--- src/rtl/dmem_bus_bridge_pkg.sv ---
// dmem_bus_bridge_pkg: shared types for the load/store-to-bus bridge
package dmem_bus_bridge_pkg;
    typedef logic [31:0] addr;
    typedef logic [31:0] mtrans;
    typedef struct packed {
        addr        a;
        logic       we;
        logic [3:0] be;
        mtrans      d;
    } mem_req_t;
    typedef enum logic [1:0] {BR_IDLE, BR_BUS, BR_RESP} bridge_state_e;
endpackage

--- src/rtl/dmem_bus_bridge_watchdog.sv ---
// bus_watchdog: counts cycles of one bus transfer and flags when the wait limit is reached
module bus_watchdog #(
    parameter int TIMEOUT = 255
) (
    input  logic clk,
    input  logic rst,
    input  logic run,
    input  logic clear,
    output logic expired
);
    localparam int CW = $clog2(TIMEOUT + 1);
    logic [CW-1:0] cnt;
    always_ff @(posedge clk) begin
        if (!rst || clear)
            cnt <= '0;
        else if (run)
            cnt <= cnt + 1'b1;
    end
    assign expired = run && (cnt == CW'(TIMEOUT - 1));
endmodule

--- src/rtl/dmem_bus_bridge.sv ---
// dmem_bus_bridge: runs one load/store request as a single Wishbone-style bus cycle
module dmem_bus_bridge
    import dmem_bus_bridge_pkg::*;
#(
    parameter int TIMEOUT = 255
) (
    input  logic        clk,
    input  logic        rst,
    input  logic        mem_req_valid,
    output logic        mem_req_ready,
    input  logic [31:0] mem_req_a,
    input  logic        mem_req_we,
    input  logic [3:0]  mem_req_be,
    input  logic [31:0] mem_req_d,
    output logic        mem_resp_valid,
    input  logic        mem_resp_ready,
    output logic [31:0] mem_resp_data,
    output logic        resp_err,
    output logic        bus_cyc,
    output logic        bus_stb,
    output logic        bus_we,
    output logic [31:0] bus_adr,
    output logic [3:0]  bus_sel,
    output logic [31:0] bus_dat_w,
    input  logic [31:0] bus_dat_r,
    input  logic        bus_ack,
    input  logic        bus_err
);
    bridge_state_e state;
    mem_req_t      req, req_q;
    logic          in_bus, expired, done;

    assign req    = '{a: mem_req_a, we: mem_req_we, be: mem_req_be, d: mem_req_d};
    assign in_bus = state == BR_BUS;
    assign done   = in_bus && (bus_err || bus_ack || expired);

    bus_watchdog #(.TIMEOUT(TIMEOUT)) u_wdog (
        .clk    (clk),
        .rst    (rst),
        .run    (in_bus),
        .clear  (done),
        .expired(expired)
    );

    always_ff @(posedge clk) begin
        if (!rst) begin
            state         <= BR_IDLE;
            req_q         <= '0;
            mem_resp_data <= '0;
            resp_err      <= 1'b0;
        end else begin
            case (state)
                BR_IDLE: if (mem_req_valid) begin
                    req_q         <= req;
                    state         <= (req.be == 4'b0) ? BR_RESP : BR_BUS;
                    mem_resp_data <= '0;
                    resp_err      <= req.be == 4'b0;
                end
                // error beats ack; without either, we only get here on expiry
                BR_BUS: if (done) begin
                    state         <= BR_RESP;
                    resp_err      <= bus_err || !bus_ack;
                    mem_resp_data <= (bus_err || !bus_ack || req_q.we) ? '0 : bus_dat_r;
                end
                BR_RESP: if (mem_resp_ready) state <= BR_IDLE;
                default: state <= BR_IDLE;
            endcase
        end
    end

    always_comb begin
        mem_req_ready  = state == BR_IDLE;
        mem_resp_valid = state == BR_RESP;
        bus_cyc        = in_bus;
        bus_stb        = in_bus;
        bus_we         = req_q.we;
        bus_adr        = req_q.a & ~32'h3;
        bus_sel        = req_q.be;
        bus_dat_w      = req_q.d;
    end
endmodule

--- config.mk ---
export PLATFORM = sky130hd
export DESIGN_NAME = dmem_bus_bridge
export DESIGN_NICKNAME = d
export VERILOG_FILES = /design/src/rtl/dmem_bus_bridge_pkg.sv /design/src/rtl/dmem_bus_bridge_watchdog.sv /design/src/rtl/dmem_bus_bridge.sv
export SDC_FILE = /design/constraint.sdc
export NUM_CORES = 1
export LEC_CHECK = 0
export ABC_AREA = 1
export BUFFER_PORTS_ARGS = -buffer_cell sky130_fd_sc_hd__buf_2
export CORE_ASPECT_RATIO = 1.2
export CORE_MARGIN = 4
export CORE_UTILIZATION = 47
export CTS_CLUSTER_DIAMETER = 30
export CTS_CLUSTER_SIZE = 20
export DETAILED_ROUTE_END_ITERATION = 16
export HOLD_SLACK_MARGIN = 0.05
export PLACE_DENSITY = 0.85
export SYNTH_ARGS = -nofsm -noshare
export SYNTH_HDL_FRONTEND = slang
export SYNTH_SLANG_ARGS = --single-unit
--- constraint.sdc ---
create_clock -name clk -period 1.55 [get_ports clk]
set_input_delay 0.155 -clock clk [delete_from_list [all_inputs] [get_ports clk]]
set_output_delay 0.155 -clock clk [all_outputs]
set_load 0.03 [all_outputs]
# After elaboration in Yosys (flattened, before gate mapping)

Cells that the tools add are included.

Bits in registers: 112
Latch bits: 0
Bits in writable memories: 0
Memory bits (read-only): 0
Bits of input ports: 107
Output and inout port bits: 106
Word-level logic and storage cells: 42
Memories: 0

Add/subtract/negate cells: 1
$mul: 0
Div/mod/pow operators: 0
$lt $le $gt $ge: 0
Equality and inequality tests: 6
Shift operators: 0
Multiplexer cells: 12
Bitwise gates (word level): 0
Reduce and logical (&&, ||, !) cells: 15

Operators with widths:

| kind                                                 | count |
|---|---|
| two-way mux 32 bit                                   | 3 |
| one-hot mux 32 bit (2 select lines)                  | 1 |
| adder 8 x 1 -> 8 bit (second input constant)         | 1 |
| equality test 8 bit (second input constant)          | 1 |
| two-way mux 2 bit                                    | 4 |
| one-hot mux 2 bit (3 select lines)                   | 1 |
| AND reduction 3 bit                                  | 2 |
| logical OR 1 bit                                     | 5 |
| zero test 4 bit                                      | 1 |
| != test 2 x 1 -> 1 bit (second input constant)       | 2 |
| equality test 2 x 1 -> 1 bit (second input constant) | 1 |
| equality test 2 bit (second input constant)          | 1 |
| logical AND 1 bit                                    | 2 |
| zero test 1 bit                                      | 2 |
| zero test 2 bit                                      | 1 |
| two-way mux 1 bit                                    | 2 |
| != test 2 bit (second input constant)                | 1 |
| one-hot mux 1 bit (2 select lines)                   | 1 |
| AND reduction 2 bit                                  | 1 |
| nonzero test 2 bit                                   | 1 |

# Longest topological paths before layout

Word-level depth: 6
Gate-level depth with buffers: 11
Gate-level depth less buffers: 11

# Modules after synthesis

From an unflattened synthesis, not the netlist that was laid out.

Cells, all modules: 538
Area, all modules: 4151.5 µm²

Modules (own cells, without submodules):

| module          | instances | cells an instance | area an instance (µm²) | seq. area each (µm²) |
|---|---|---|---|---|
| dmem_bus_bridge | 1         | 482               | 3759.9                 | 2042.0 |
| bus_watchdog    | 1         | 56                | 391.6                  | 160.2 |

# Worst setup path after synthesis

Ideal clock, no wire load.

Kind: register to register
Start: register u_wdog.cnt[0]
End: register mem_resp_data[1]
Setup time: 112 ps
Arrival time: 1308 ps
Required time: 1438 ps
Slack: 130 ps
Stages on the path, launching flop included: 11
Period minus slack after synthesis: 1420 ps
Path through: dfxtp_1 -> inv_1 -> ha_1 -> inv_1 -> nor2_1 -> nand2_1 -> a21oi_1 -> nor2_4 -> buf_4 -> nor2_2 -> nor2_2

Word-level cells in the longest chain between the ends: 6

RTL lines:

| item                                    | line                           | source |
|---|---|---|
| from (decl)                             | dmem_bus_bridge_watchdog.sv:12 | `logic [CW-1:0] cnt;` |
| from (signal assigned)                  | dmem_bus_bridge_watchdog.sv:17 | `cnt <= cnt + 1'b1;` |
| equality test 8 bit                     | dmem_bus_bridge_watchdog.sv:19 | `assign expired = run && (cnt == CW'(TIMEOUT - 1));` |
| logical AND 1 bit                       | dmem_bus_bridge_watchdog.sv:19 |  |
| logical OR 1 bit                        | dmem_bus_bridge.sv:35          | `assign done = in_bus && (bus_err \|\| bus_ack \|\| expired);` |
| logical AND 1 bit                       | dmem_bus_bridge.sv:35          |  |
| != test 2 x 1 -> 1 bit (no source line) | -                              |  |
| AND reduction 3 bit (no source line)    | -                              |  |
| to (signal assigned)                    | dmem_bus_bridge.sv:63          | `mem_resp_data <= (bus_err \|\| !bus_ack \|\| req_q.we) ? '0 : bus_dat_r;` |
| to (decl)                               | dmem_bus_bridge.sv:17          | `output logic [31:0] mem_resp_data,` |

Every way passes these cells.
A chain may end at the register's enable or synchronous reset.

# Final worst setup path

Start: register u_wdog.cnt[0]
End: register mem_resp_data[6]

Same word-level chain as after synthesis.

==> summary.md <==
| Metric | Value |
|---|---|
| Starting Density | between 40% and 50% |
| Leak Pwr | ~3.4 nW |
| Synth cell types | 26 |
| Startpoint types | flop |
| CP arrival | about 1800 ps |
| Dominant cells by area after synthesis | dfxtp_1 (47%), nor2_1 (19%), o21ai_0 (7.7%) |
| Post-Route Utilization | ~67% |
| Synth Warn # | 0 |
| R2r startpoint | u_wdog.cnt[0] |
| Fill cells | around 840 |
| First-pass DRT Iterations | 4 |
| WL met2 | between 6000 and 7000 µm |
| CP top delay family | simple AND/OR/NAND/NOR gates |
| Ant diodes | 0 |
| Tightest Hold Check Type | in -> reg |
| Final Power | a little under 0.009 W |
| Yosys top cell area share | between 40% and 50% |
| Hold path start | mem_req_d[26] |
| CTS tree | yes |
| Hold Fails Final Rpt | 0 |
| Synth Flop Type | dfxtp_1 |
| Most common cell after layout, fill and taps aside | nor2_1 |
| Maximum vdd drop | 1010 µV |
| Post-Place Cells | slightly below 1000 |
| Worst path required time | roughly 1800 ps |
| Area grow syn2layout | 38.5% |
| Via count | 4783 |
| Fin Clk Skew | 7.32 ps |
| Endpoints failing setup | 0 |
| Clock Tree Root | clkbuf_16 |
| Worst-path maximum fanout | 16 |
| Final Instance Count excl. Fillers | ~1000 |
| Initial antenna violation count | 0 |
| CP startpoint | u_wdog.cnt[0] |
| Core ar. | between 9000 and 10000 µm² |
| Asr flop ratio synth | 0% |
| Outcome | completed |
| Later-pin clock latency in the skew report | 340 ps |
| Pwr/cell area | approximately 1400 nW/µm² |
| Slowest CP cell | dfxtp_2 |
| CTS buffer count | 9 |
| M1 WL | between 5000 and 6000 µm |
| Die Span X | just under 100 µm |
| Vias in the first global route | between 4000 and 5000 |
| Fin crit share | between 90% and 100% |
| Total of max-cap violations | 0 |
| Worst setup EP type | flop |
| Syn avg cell area | approximately 7.0 µm² |
| First-pass GRT wire length | between 15000 and 20000 µm |
| CP Buf/Inv Count | 3 |
| FF+latch count, synth | 110 |
| Highest Clock Rate | approximately 660 MHz |
| HPWL after DPL | 8480 µm |
| Worst-path clk slew | 70 ps |
| Critical path class | reg -> reg |
| Most frequent cells in the layout | nor2_1 (233), buf_2 (208), dfxtp_1 (106) |
| Max-slew violations | 0 |
| Post-route ant nets | 0 |
| Design area | roughly 6400 µm² |
| Fraction of layout cells with a size suffix above 1 | roughly a third |
| DIE AREA | 11600 µm² |
| Met3 wire length | 1140 µm |
| RSZ-0062 raised after global routing | true |
| Total track usage | around 20% |
| Io pins | around 210 |
| Number of flops mapped to enable cells by yosys | 0 |
| Largest net degree at the start of global routing | approximately 100 |
| Minimum clock period | 1510 ps |
| DRC | 0 |
| Routability cong. | 0.829 |
| Clk sink count | 110 |
| Area after DPL | 5770 µm² |
| Initial DRC Count | 200 |
| Post-synth top area cell | dfxtp_1 |
| DR top layer | met4 |
| CTS H-Tree Depth | 3 |
| Final WL | around 13000 µm |
| Mapped cell area | about 4700 µm² |
| Most used cell, CP | nor2_1 |
| Crit-path cells | inv_2 > ha_4 > inv_1 > nor2_2 > nand2_2 > a21oi_4 > nor2_4 > buf_12 > nor2_1 > nor2_1 |
| Cells after Synth | around 670 |
| DR vias/cell | 4.74 |
| Crit-path max cell delay | 320 ps |
| Clock buffer depth | 2 |
| Die extent in y | roughly 120 µm |
| Avg WL per Cell | 12.9 µm |
| Congestion Overflow GR | 0 |
| Port Buf Inserts | between 200 and 250 |
| Sequential fraction of the synthesis area | between 40% and 50% |
| Final nets | around 1000 |
| Row cnt | 39 |
## final cells by class
type	instances	area, µm²	area share, %
inverters	83	317	4.91
clock inverters	7	121	1.88
flip-flops and latches	110	2210	34.2
well taps	123	154	2.39
repair buffers	239	1420	21.9
multi-input cells	438	2010	31.1
clock buffers	9	225	3.49
## flip-flops by register name, indices dropped and copies added, names as in the netlist
register and flops:
bus_adr 30, state 2, bus_sel 4, bus_dat_w 32, bus_we 1, u_wdog.cnt 8
resp_err 1, mem_resp_data 32
## power by group
| group | switching [W] | leakage (nW) | internal (W) |
|---|---|---|---|
| Sequential | 0.000192 | 0.911 | 0.00321 |
| Clock | 0.00105 | 0.170 | 0.00159 |
| Combinational | 0.00190 | 2.36 | 0.000944 |
## worst min-delay path, stage by stage
cell	delay (ps)
buf_2	70
o21ai_0	70
nor2_1	70
## synth_stat cells, drive strengths merged, types with 2 or more instances
cell,n
buf,26
dfxtp,110
a21oi,5
clkbuf,14
nor2,245
nand2,62
o21ai,72
xor2,2
nand3,38
nor3,2
xnor2,2
ha,2
inv,83
## what timing repair did
action,CTS,global route
hold buffers,8,0
resized for setup,4,26
cloned,1,4
endpoints found under the hold margin,8,0
pin swaps,2,14
setup buffers,2,3
endpoints found under the setup margin,33,42
## routing by layer
layer	vias to the layer above	GRT usage, %
li1	2451	-
met1	2103	24.3
met2	205	33.7
met3	24	5.57
met4	0	8.47
met5	-	0
## metrics by stage
step | TNS, ps | setup WS [ps] | hold WS [ps]
after floorplan | 0 | 130 | 304
after global placement | -5090 | -163 | 403
after detailed placement | -5780 | -207 | 409
after CTS | 0 | 1.81 | 51.2
after global routing | -1360 | -73.4 | 67.0
final | 0 | 39.4 | 59.8
## cell families after synthesis
| family | synth area share [%] |
|---|---|
| AOI/OAI and AO/OA | 8.44 |
| xor gates and xnor gates | 0.753 |
| adders and majority gates | 0.537 |
| buffers and inverters | 12.0 |
| DFF | 47.3 |
| other | 0.0805 |
| and+or+nand+nor | 30.9 |
## final timing paths
path	endpoint	slack, ps	cells past startpoint
worst min-delay path	bus_dat_w[26]	60	3
worst max register to register	mem_resp_data[6]	40	10
worst min register to register	bus_adr[28]	480	2
worst max-delay path	mem_resp_data[6]	40	10
(Power assumes the default switching activity.)
